==> src/rtl/fpga_console_pkg.sv <==
// rtl/fpga_console_pkg.sv - shared types and field positions for the console RX bridge
package fpga_console_pkg;

    typedef enum logic {
        IDLE    = 1'b0,
        PRESENT = 1'b1
    } state_t;

    localparam int CHAR_LSB  = 0;
    localparam int VALID_BIT = 8;
    localparam int SEQ_BIT   = 9;
    localparam int COUNT_LSB = 16;

    localparam logic [7:0] ACK_TAG_DEFAULT = 8'hA5;
    localparam int ACK_TAG_LSB = 8;
    localparam int ACK_TAG_MSB = 15;
    localparam int ACK_SEQ_BIT = 0;

endpackage

==> src/rtl/console_char_fifo.sv <==
// rtl/console_char_fifo.sv - 8-bit synchronous FIFO with flush and registered read data
module console_char_fifo #(
    parameter int DEPTH = 64,
    parameter int CNT_W = $clog2(DEPTH + 1)
) (
    input  logic             i_clk,
    input  logic             i_rst_n,
    input  logic             i_push,
    input  logic [7:0]       i_push_data,
    input  logic             i_pop,
    input  logic             i_flush,
    output logic [7:0]       o_rd_data,
    output logic             o_full,
    output logic             o_empty,
    output logic [CNT_W-1:0] o_count,
    output logic             o_drop
);

    localparam int AW    = $clog2(DEPTH);
    localparam int PTR_W = AW + 1;

    logic [7:0]       r_mem [DEPTH];
    logic [PTR_W-1:0] r_wr_ptr;
    logic [PTR_W-1:0] r_rd_ptr;
    logic [7:0]       r_rd_data;
    logic             w_do_push;
    logic             w_do_pop;
    logic [PTR_W-1:0] w_diff;

    assign o_empty = (r_wr_ptr == r_rd_ptr);
    assign o_full  = (r_wr_ptr[AW] != r_rd_ptr[AW]) && (r_wr_ptr[AW-1:0] == r_rd_ptr[AW-1:0]);
    assign w_diff  = r_wr_ptr - r_rd_ptr;
    assign o_count = CNT_W'(w_diff);

    // A pop in the same cycle frees a slot, so a push into a full FIFO still lands.
    assign w_do_pop  = i_pop && !o_empty && !i_flush;
    assign w_do_push = i_push && !i_flush && (!o_full || w_do_pop);
    assign o_drop    = i_push && !i_flush && o_full && !w_do_pop;
    assign o_rd_data = r_rd_data;

    always_ff @(posedge i_clk or negedge i_rst_n) begin
        if (!i_rst_n) begin
            r_wr_ptr  <= '0;
            r_rd_ptr  <= '0;
            r_rd_data <= '0;
        end else if (i_flush) begin
            r_wr_ptr  <= '0;
            r_rd_ptr  <= '0;
            r_rd_data <= '0;
        end else begin
            if (w_do_push) begin
                r_wr_ptr <= r_wr_ptr + 1'b1;
            end
            if (w_do_pop) begin
                r_rd_data <= r_mem[r_rd_ptr[AW-1:0]];
                r_rd_ptr  <= r_rd_ptr + 1'b1;
            end
        end
    end

    always_ff @(posedge i_clk) begin
        if (w_do_push) begin
            r_mem[r_wr_ptr[AW-1:0]] <= i_push_data;
        end
    end

endmodule

==> src/rtl/fpga_console_rx_bridge.sv <==
// rtl/fpga_console_rx_bridge.sv - host-to-firmware console char bridge; echo via FPGA_CONSOLE_ECHO_EN
module fpga_console_rx_bridge
    import fpga_console_pkg::*;
#(
    parameter int         DEPTH   = 64,
    parameter logic [7:0] ACK_TAG = ACK_TAG_DEFAULT,
    parameter int         CNT_W   = $clog2(DEPTH + 1)
) (
    input  logic             core_clk,
    input  logic             cptra_rst_b,
    input  logic             host_wr_en,
    input  logic [7:0]       host_wr_char,
    input  logic             host_flush,
    input  logic             host_ovf_clr,
    output logic             fifo_full,
    output logic             fifo_empty,
    output logic [CNT_W-1:0] fifo_count,
    output logic             overflow,
    output logic [31:0]      gen_in_wire,
    input  logic             fw_ack_wr,
    input  logic [31:0]      fw_ack_data,
    output logic             echo_valid,
    output logic [7:0]       echo_char
);

    state_t     r_state;
    state_t     w_state_next;
    logic       r_seq;
    logic       r_overflow;
    logic       w_ack_hit;
    logic       w_match;
    logic       w_pop;
    logic       w_drop;
    logic [7:0] w_rd_data;
    logic       w_unused_ack;

    assign w_unused_ack = ^{fw_ack_data[31:16], fw_ack_data[7:1]};
    assign w_ack_hit = fw_ack_wr
                    && (fw_ack_data[ACK_TAG_MSB:ACK_TAG_LSB] == ACK_TAG)
                    && (fw_ack_data[ACK_SEQ_BIT] == r_seq);

    console_char_fifo #(
        .DEPTH (DEPTH),
        .CNT_W (CNT_W)
    ) u_fifo (
        .i_clk       (core_clk),
        .i_rst_n     (cptra_rst_b),
        .i_push      (host_wr_en),
        .i_push_data (host_wr_char),
        .i_pop       (w_pop),
        .i_flush     (host_flush),
        .o_rd_data   (w_rd_data),
        .o_full      (fifo_full),
        .o_empty     (fifo_empty),
        .o_count     (fifo_count),
        .o_drop      (w_drop)
    );

    always_ff @(posedge core_clk or negedge cptra_rst_b) begin
        if (!cptra_rst_b) begin
            r_state <= IDLE;
        end else begin
            r_state <= w_state_next;
        end
    end

    always_comb begin
        w_state_next = r_state;
        w_pop        = 1'b0;
        w_match      = 1'b0;
        case (r_state)
            IDLE: begin
                if (!fifo_empty) begin
                    w_pop        = 1'b1;
                    w_state_next = PRESENT;
                end
            end
            PRESENT: begin
                if (w_ack_hit) begin
                    w_match = 1'b1;
                    if (!fifo_empty) begin
                        w_pop = 1'b1;
                    end else begin
                        w_state_next = IDLE;
                    end
                end
            end
            default: w_state_next = IDLE;
        endcase
        if (host_flush) begin
            w_state_next = IDLE;
            w_pop        = 1'b0;
            w_match      = 1'b0;
        end
    end

    // seq flips once per presentation so a replayed ack cannot release a second char.
    always_ff @(posedge core_clk or negedge cptra_rst_b) begin
        if (!cptra_rst_b) begin
            r_seq      <= 1'b0;
            r_overflow <= 1'b0;
        end else begin
            if (w_pop) begin
                r_seq <= ~r_seq;
            end
            if (w_drop) begin
                r_overflow <= 1'b1;
            end else if (host_ovf_clr) begin
                r_overflow <= 1'b0;
            end
        end
    end

    assign overflow = r_overflow;

    always_comb begin
        gen_in_wire                    = '0;
        gen_in_wire[CHAR_LSB +: 8]     = w_rd_data;
        gen_in_wire[VALID_BIT]         = (r_state == PRESENT);
        gen_in_wire[SEQ_BIT]           = r_seq;
        gen_in_wire[COUNT_LSB +: 16]   = 16'(fifo_count);
    end

`ifdef FPGA_CONSOLE_ECHO_EN
    logic       r_echo_valid;
    logic [7:0] r_echo_char;

    always_ff @(posedge core_clk or negedge cptra_rst_b) begin
        if (!cptra_rst_b) begin
            r_echo_valid <= 1'b0;
            r_echo_char  <= '0;
        end else begin
            r_echo_valid <= w_match;
            if (w_match) begin
                r_echo_char <= w_rd_data;
            end
        end
    end

    assign echo_valid = r_echo_valid;
    assign echo_char  = r_echo_char;
`else
    assign echo_valid = 1'b0;
    assign echo_char  = 8'h00;
`endif

endmodule
==> config.mk <==
export PLATFORM = sky130hd
export DESIGN_NAME = fpga_console_rx_bridge
export DESIGN_NICKNAME = d
export VERILOG_FILES = /design/src/rtl/fpga_console_pkg.sv /design/src/rtl/console_char_fifo.sv /design/src/rtl/fpga_console_rx_bridge.sv
export SDC_FILE = /design/constraint.sdc
export NUM_CORES = 1
export LEC_CHECK = 0
export CAP_MARGIN = 20
export CORE_MARGIN = 3
export CORE_UTILIZATION = 57
export CTS_BUF_LIST = sky130_fd_sc_hd__clkbuf_4
export CTS_CLUSTER_DIAMETER = 150
export DETAILED_ROUTE_END_ITERATION = 8
export PLACE_DENSITY_LB_ADDON = 0.15
export SETUP_SLACK_MARGIN = 0.1
export SLEW_MARGIN = 20
export SYNTH_ARGS = -nofsm -noshare
export SYNTH_HDL_FRONTEND = slang
export SYNTH_SLANG_ARGS = --single-unit
==> constraint.sdc <==
create_clock -name core_clk -period 3.4 [get_ports core_clk]
set_input_delay 0.85 -clock core_clk [delete_from_list [all_inputs] [get_ports core_clk]]
set_output_delay 0.85 -clock core_clk [all_outputs]
set_load 0.005 [all_outputs]
Word level (Yosys, flattened, before mapping)
Memories as Yosys holds them, arrays and structs flattened.
Cells that the tools add are included.
{ "word_totals": {"reg_bits": 25, "romBits": 0, "ramBits": 512, "n_memories": 1, "inputBits": 46, "latchBits": 0, "output_inout_bits": 51} }
{ "mem_list": {"columns": ["memory", "words", "word_bits", "read_ports", "rd_ports_with_merged_regs", "write_ports", "line_no", "rtl"], "rows": [
  ["u_fifo.r_mem", 64, 8, 1, 0, 1, "console_char_fifo.sv:22", "logic [7:0] r_mem [DEPTH];"]
]} }
{ "op_classes": {"mul": 0, "n_reduce_logical": 17, "n_bitwise": 2, "muxes": 17, "div": 0, "addsub": 3, "shifts": 0, "order_cmp": 0, "n_eq_ne": 5} }
{ "op_table": {"columns": ["cell", "count"], "rows": [
  ["$mux 7", 4],
  ["$mux 8", 2],
  ["$add 7x1->7 const B", 2],
  ["$logic_and 1x1->1", 9],
  ["$mux 1", 9],
  ["$eq 8x8->1 const B", 1],
  ["$eq 7x7->1", 1],
  ["$sub 7x7->7", 1],
  ["$eq 6x6->1", 1],
  ["$reduce_bool 2->1", 3],
  ["$logic_not 1->1", 4],
  ["$pmux 1 s2", 2],
  ["$not 1->1", 2],
  ["$eq 1x1->1", 1],
  ["$logic_or 1x1->1", 1],
  ["$ne 1x1->1", 1]
]} }

Logic depth before layout (Yosys ltp)
{ "logic_depth": {"word_depth": 12, "ltp_mapped": 12} }

Hierarchy
Synthesis repeated with hierarchy kept, for this count alone.
{ "unflattened": {"hier_cells": 1232, "area_unflattened_um2": 21748.4} }
{ "by_module_without_submodules": {"columns": ["mod", "cells_per_inst", "area_per_inst_um2", "instances"], "rows": [
  ["console_char_fifo", 1185, 21334.2, 1],
  ["fpga_console_rx_bridge", 47, 414.1, 1]
]} }

Worst setup path before layout
OpenSTA, ideal clock, no wires.
{ "synth_path": {"path_kind": "flip-flop to output port", "start": "register u_fifo.r_rd_ptr[2]", "end": "output port gen_in_wire[22]", "path_stages_with_launch": 13, "t_arrival_ns": 2.557, "slack_ns": -0.007, "cell_sequence": "dfrtp_1 buf_2 buf_1 inv_1 clkbuf_1 ha_1 nor2b_1 o21ai_0 nand2b_1 a21o_1 a21oi_1 xor2_1 buf_4"} }
{ "synth_via": {"elab_chain_len": 1} }
{ "synth_lines": {"columns": ["element", "line_no", "rtl"], "rows": [
  ["from (decl)", "console_char_fifo.sv:24", "logic [PTR_W-1:0] r_rd_ptr;"],
  ["from (signal assigned)", "console_char_fifo.sv:56", "r_rd_ptr <= r_rd_ptr + 1'b1;"],
  ["$sub 7x7->7", "console_char_fifo.sv:32", "assign w_diff = r_wr_ptr - r_rd_ptr;"],
  ["to (decl)", "fpga_console_rx_bridge.sv:19", "output logic [31:0] gen_in_wire,"]
]} }
No other way between the ends.

Worst setup path after layout
{ "layout_path": {"start": "register u_fifo.r_rd_ptr[0]", "end": "output port gen_in_wire[22]"} }
Same word-level chain as after synthesis.

==> metrics.txt <==
Pint=around 0.012 W; Logic pwr share=a little over a fifth; starting density of the core=58.36%; Total Wirelength=roughly 51,000 µm; CTS sink cnt=537; Post-Synthesis Cell Area=21,570 µm²; Worst Path Buf+Inv=1; TNS Setup=-0.1976 ns; status=finished, violations left; maximum clock insertion buffer count=3; largest area contributor in the netlist=edfxtp_1; Seq pwr share=between 40 and 50%; Syn Area/Cell=18.82 µm²; worst setup margin=-0.06969 ns; distinct cell type count after synthesis=53; pwr/cell area=between 600 and 700 nW/µm²; final worst path period share=102.0%; CP Capture Type=output pin; Die Width=200.5 µm; Synth Register Bits=537; clk_skew=between 0.04 and 0.05 ns; via density per instance=5.928; ys async rst share=4.655%; Worst-Margin Slew=between 0.8 and 0.9 ns; crit path to=gen_in_wire[22]; WP depth=9; clock root cell=clkbuf_4; clock-pin slew on the worst setup and hold paths=roughly 0.070 ns; r2r startpoint=u_fifo.r_rd_ptr[0]; core box area=36,960 µm²; full die area=40,220 µm²; number of global-route vias before repair=12.31k; crit path launch type=flop; worst r2r dst=u_fifo.o_rd_data[4]; Top FF cell, synth=edfxtp_1; DRC=0; first-pass GRT wire length=77,310 µm; total gr overflow=0; DP HPWL=31,170 µm; Peak VDD IR=0.8312 mV; post-layout min period=3.470 ns; CP Class=reg -> out; Iter 0 DRT Violations=1,347; Slew Limit Headroom=40.67%; clk_lat worst skew=0.82 ns; all-layer global routing usage=a little over a quarter; Syn-to-layout area delta=16.68%; CTS tree=yes; Critical Path Fanout Max=2; top post-synthesis cells by area=edfxtp_1 71%, mux4_2 12%, dfrtp_1 2.9%; fillers=2,487; P_leak=8.498 nW; Net Sw Frac=26.78%; most common cell after layout, fill and taps aside=edfxtp_1; RSZ-0062 raised after global routing=true; Worst path slowest cell=dfrtp_4; total number of vias=11.96k; Die Y=200.5 µm; CP required=2.55 ns; Post-synth EDFFs=512; Switch Pwr=0.004307 W; share of cells above drive strength 1=between 30% and 40%; worst hold-check path type=in -> reg; final slew viol count=0; Gate Count Post-Synth=1,146; worst reg-to-reg path cell count=10; Final ANT Viol Nets=0; Multi-input gate area=5228 µm²; NumNets Final=1,470; H-tree depth=4; Port-buffer cells=49; Clk pwr share=32.7%; sequential area share after synthesis=between 70 and 80%; drt wl/cell=25.44 µm; total CTS buffers=137; CP Cell Sequence=ha_4 > fa_2 > nor2b_1 > o21ai_1 > nand2b_1 > a21o_1 > a21oi_2 > xor2_1 > buf_2; delay of the slowest critical-path stage=a little under 0.5 ns; Max Cap Viol=0; most frequent cells in the layout=512 x edfxtp_1, 196 x clkbuf_4, 142 x buf_4; final std cells w/o fill=2,018; YS warnings=0; dpl cells=about 1.8k; Hold Violations, Final=0; GP Congestion=0.9030; Final Setup Violations=6; Reg2Reg Setup Slack=0.39 ns; sequential standard cell area=16,010 µm²; largest net degree at the start of global routing=92; crit-path leading delay family=adder cells; crit path launch=u_fifo.r_rd_ptr[0]; Arr. time, crit path=2.62 ns; Ports=97; top cell type's share of synthesized area=between 70% and 80%; failing checks=setup timing; Site Rows=70; initial antenna violation count=1; drt first pass iters=7; Achievable Freq=~290 MHz
-- how the worst min path moves through the flow --
stage,start,to,cells after the start
after floorplan,u_fifo.r_wr_ptr[6],u_fifo.r_wr_ptr[6],1
after global placement,u_fifo.r_wr_ptr[6],u_fifo.r_wr_ptr[6],1
after detailed placement,r_seq,r_seq,1
after CTS,host_wr_char[4],u_fifo.r_mem[40][4],1
after global routing,host_wr_char[4],u_fifo.r_mem[40][4],1
final,host_wr_char[4],u_fifo.r_mem[40][4],1
-- sequential cells by signal, indices dropped and copies added (netlist names) --
name	count
u_fifo.r_rd_ptr	7
u_fifo.r_wr_ptr	7
overflow	1
u_fifo.o_rd_data	8
r_state	1
r_seq	1
u_fifo.r_mem	512
-- routing by layer --
metal | global-route usage, % | share of wire [%]
met1 | 37.59 | 41
met2 | 39.54 | 47
met3 | 6.454 | 9.2
met4 | 9.385 | 2.7
met5 | 0 | 0
-- final cells by class --
class / instances / share of cell area [%]
clock buffers: 196 / 5.846
well taps: 504 / 2.505
clock inverters: 37 / 0.8202
repair buffers: 196 / 6.174
diodes: 5 / 0.04971
multi-input cells: 529 / 20.77
inverters: 14 / 0.2237
flip-flops and latches: 537 / 63.61
-- cell families after synthesis --
| group | Yosys count | synth area share, % |
|---|---|---|
| adders and majority gates | 9 | 0.5568 |
| AOI/OAI and AO/OA | 87 | 2.883 |
| buffers and inverters | 103 | 2.581 |
| and+or+nand+nor | 226 | 4.658 |
| xor gates and xnor gates | 17 | 0.6902 |
| other | 1 | 0.01738 |
| muxes | 166 | 14.44 |
| DFF | 537 | 74.17 |
-- Yosys cell counts, types with 5 or more instances --
cell	n
nor2b_1	6
nand2_1	63
a311oi_1	5
dfrtp_1	25
buf_1	8
a21oi_1	11
nand3b_1	5
ha_1	8
nand4_1	6
mux4_2	116
mux2i_1	48
buf_2	13
a41oi_1	6
nand2b_1	6
xor2_1	8
o22ai_1	5
nor2_1	94
nor3_1	10
o21ai_0	17
a22oi_1	15
xnor2_1	9
nand3_1	19
clkbuf_1	27
buf_4	41
edfxtp_1	512
inv_1	13
-- power groups by stage --
| stage | clock [W] | sequential, W | combinational (W) |
|---|---|---|---|
| finish | 0.00526 | 0.00739 | 0.00343 |
| global route | 0.00576 | 0.00740 | 0.00366 |
| CTS | 0.00540 | 0.00739 | 0.00339 |
| detailed placement | 0 | 0.00755 | 0.00336 |
| global placement | 0 | 0.00754 | 0.00333 |
| floorplan | 0 | 0.00750 | 0.00227 |
-- through the flow --
stage               hold slack (ns)  setup slack [ns]  instance area, µm²  utilization (%)  total power, W
floorplan                    0.4697            0.1039               21660                -        0.009766
finish                       0.4674          -0.06969               25170            68.10         0.01608
global route                 0.4283           -0.2747               25170            68.10         0.01682
CTS                          0.4009           -0.1035               25110            67.93         0.01618
detailed placement           0.5086           -0.2796               23290            63.02         0.01090
global placement             0.4845           -0.2322               23290            63.02         0.01088
-- repair_timing --
item,CTS,global route
gates resized for setup,53,9
setup buffers,9,4
hold buffers,0,0
setup endpoints to repair,14,10
pin swaps,5,9
Note: power is estimated with default switching activity, not from simulation.
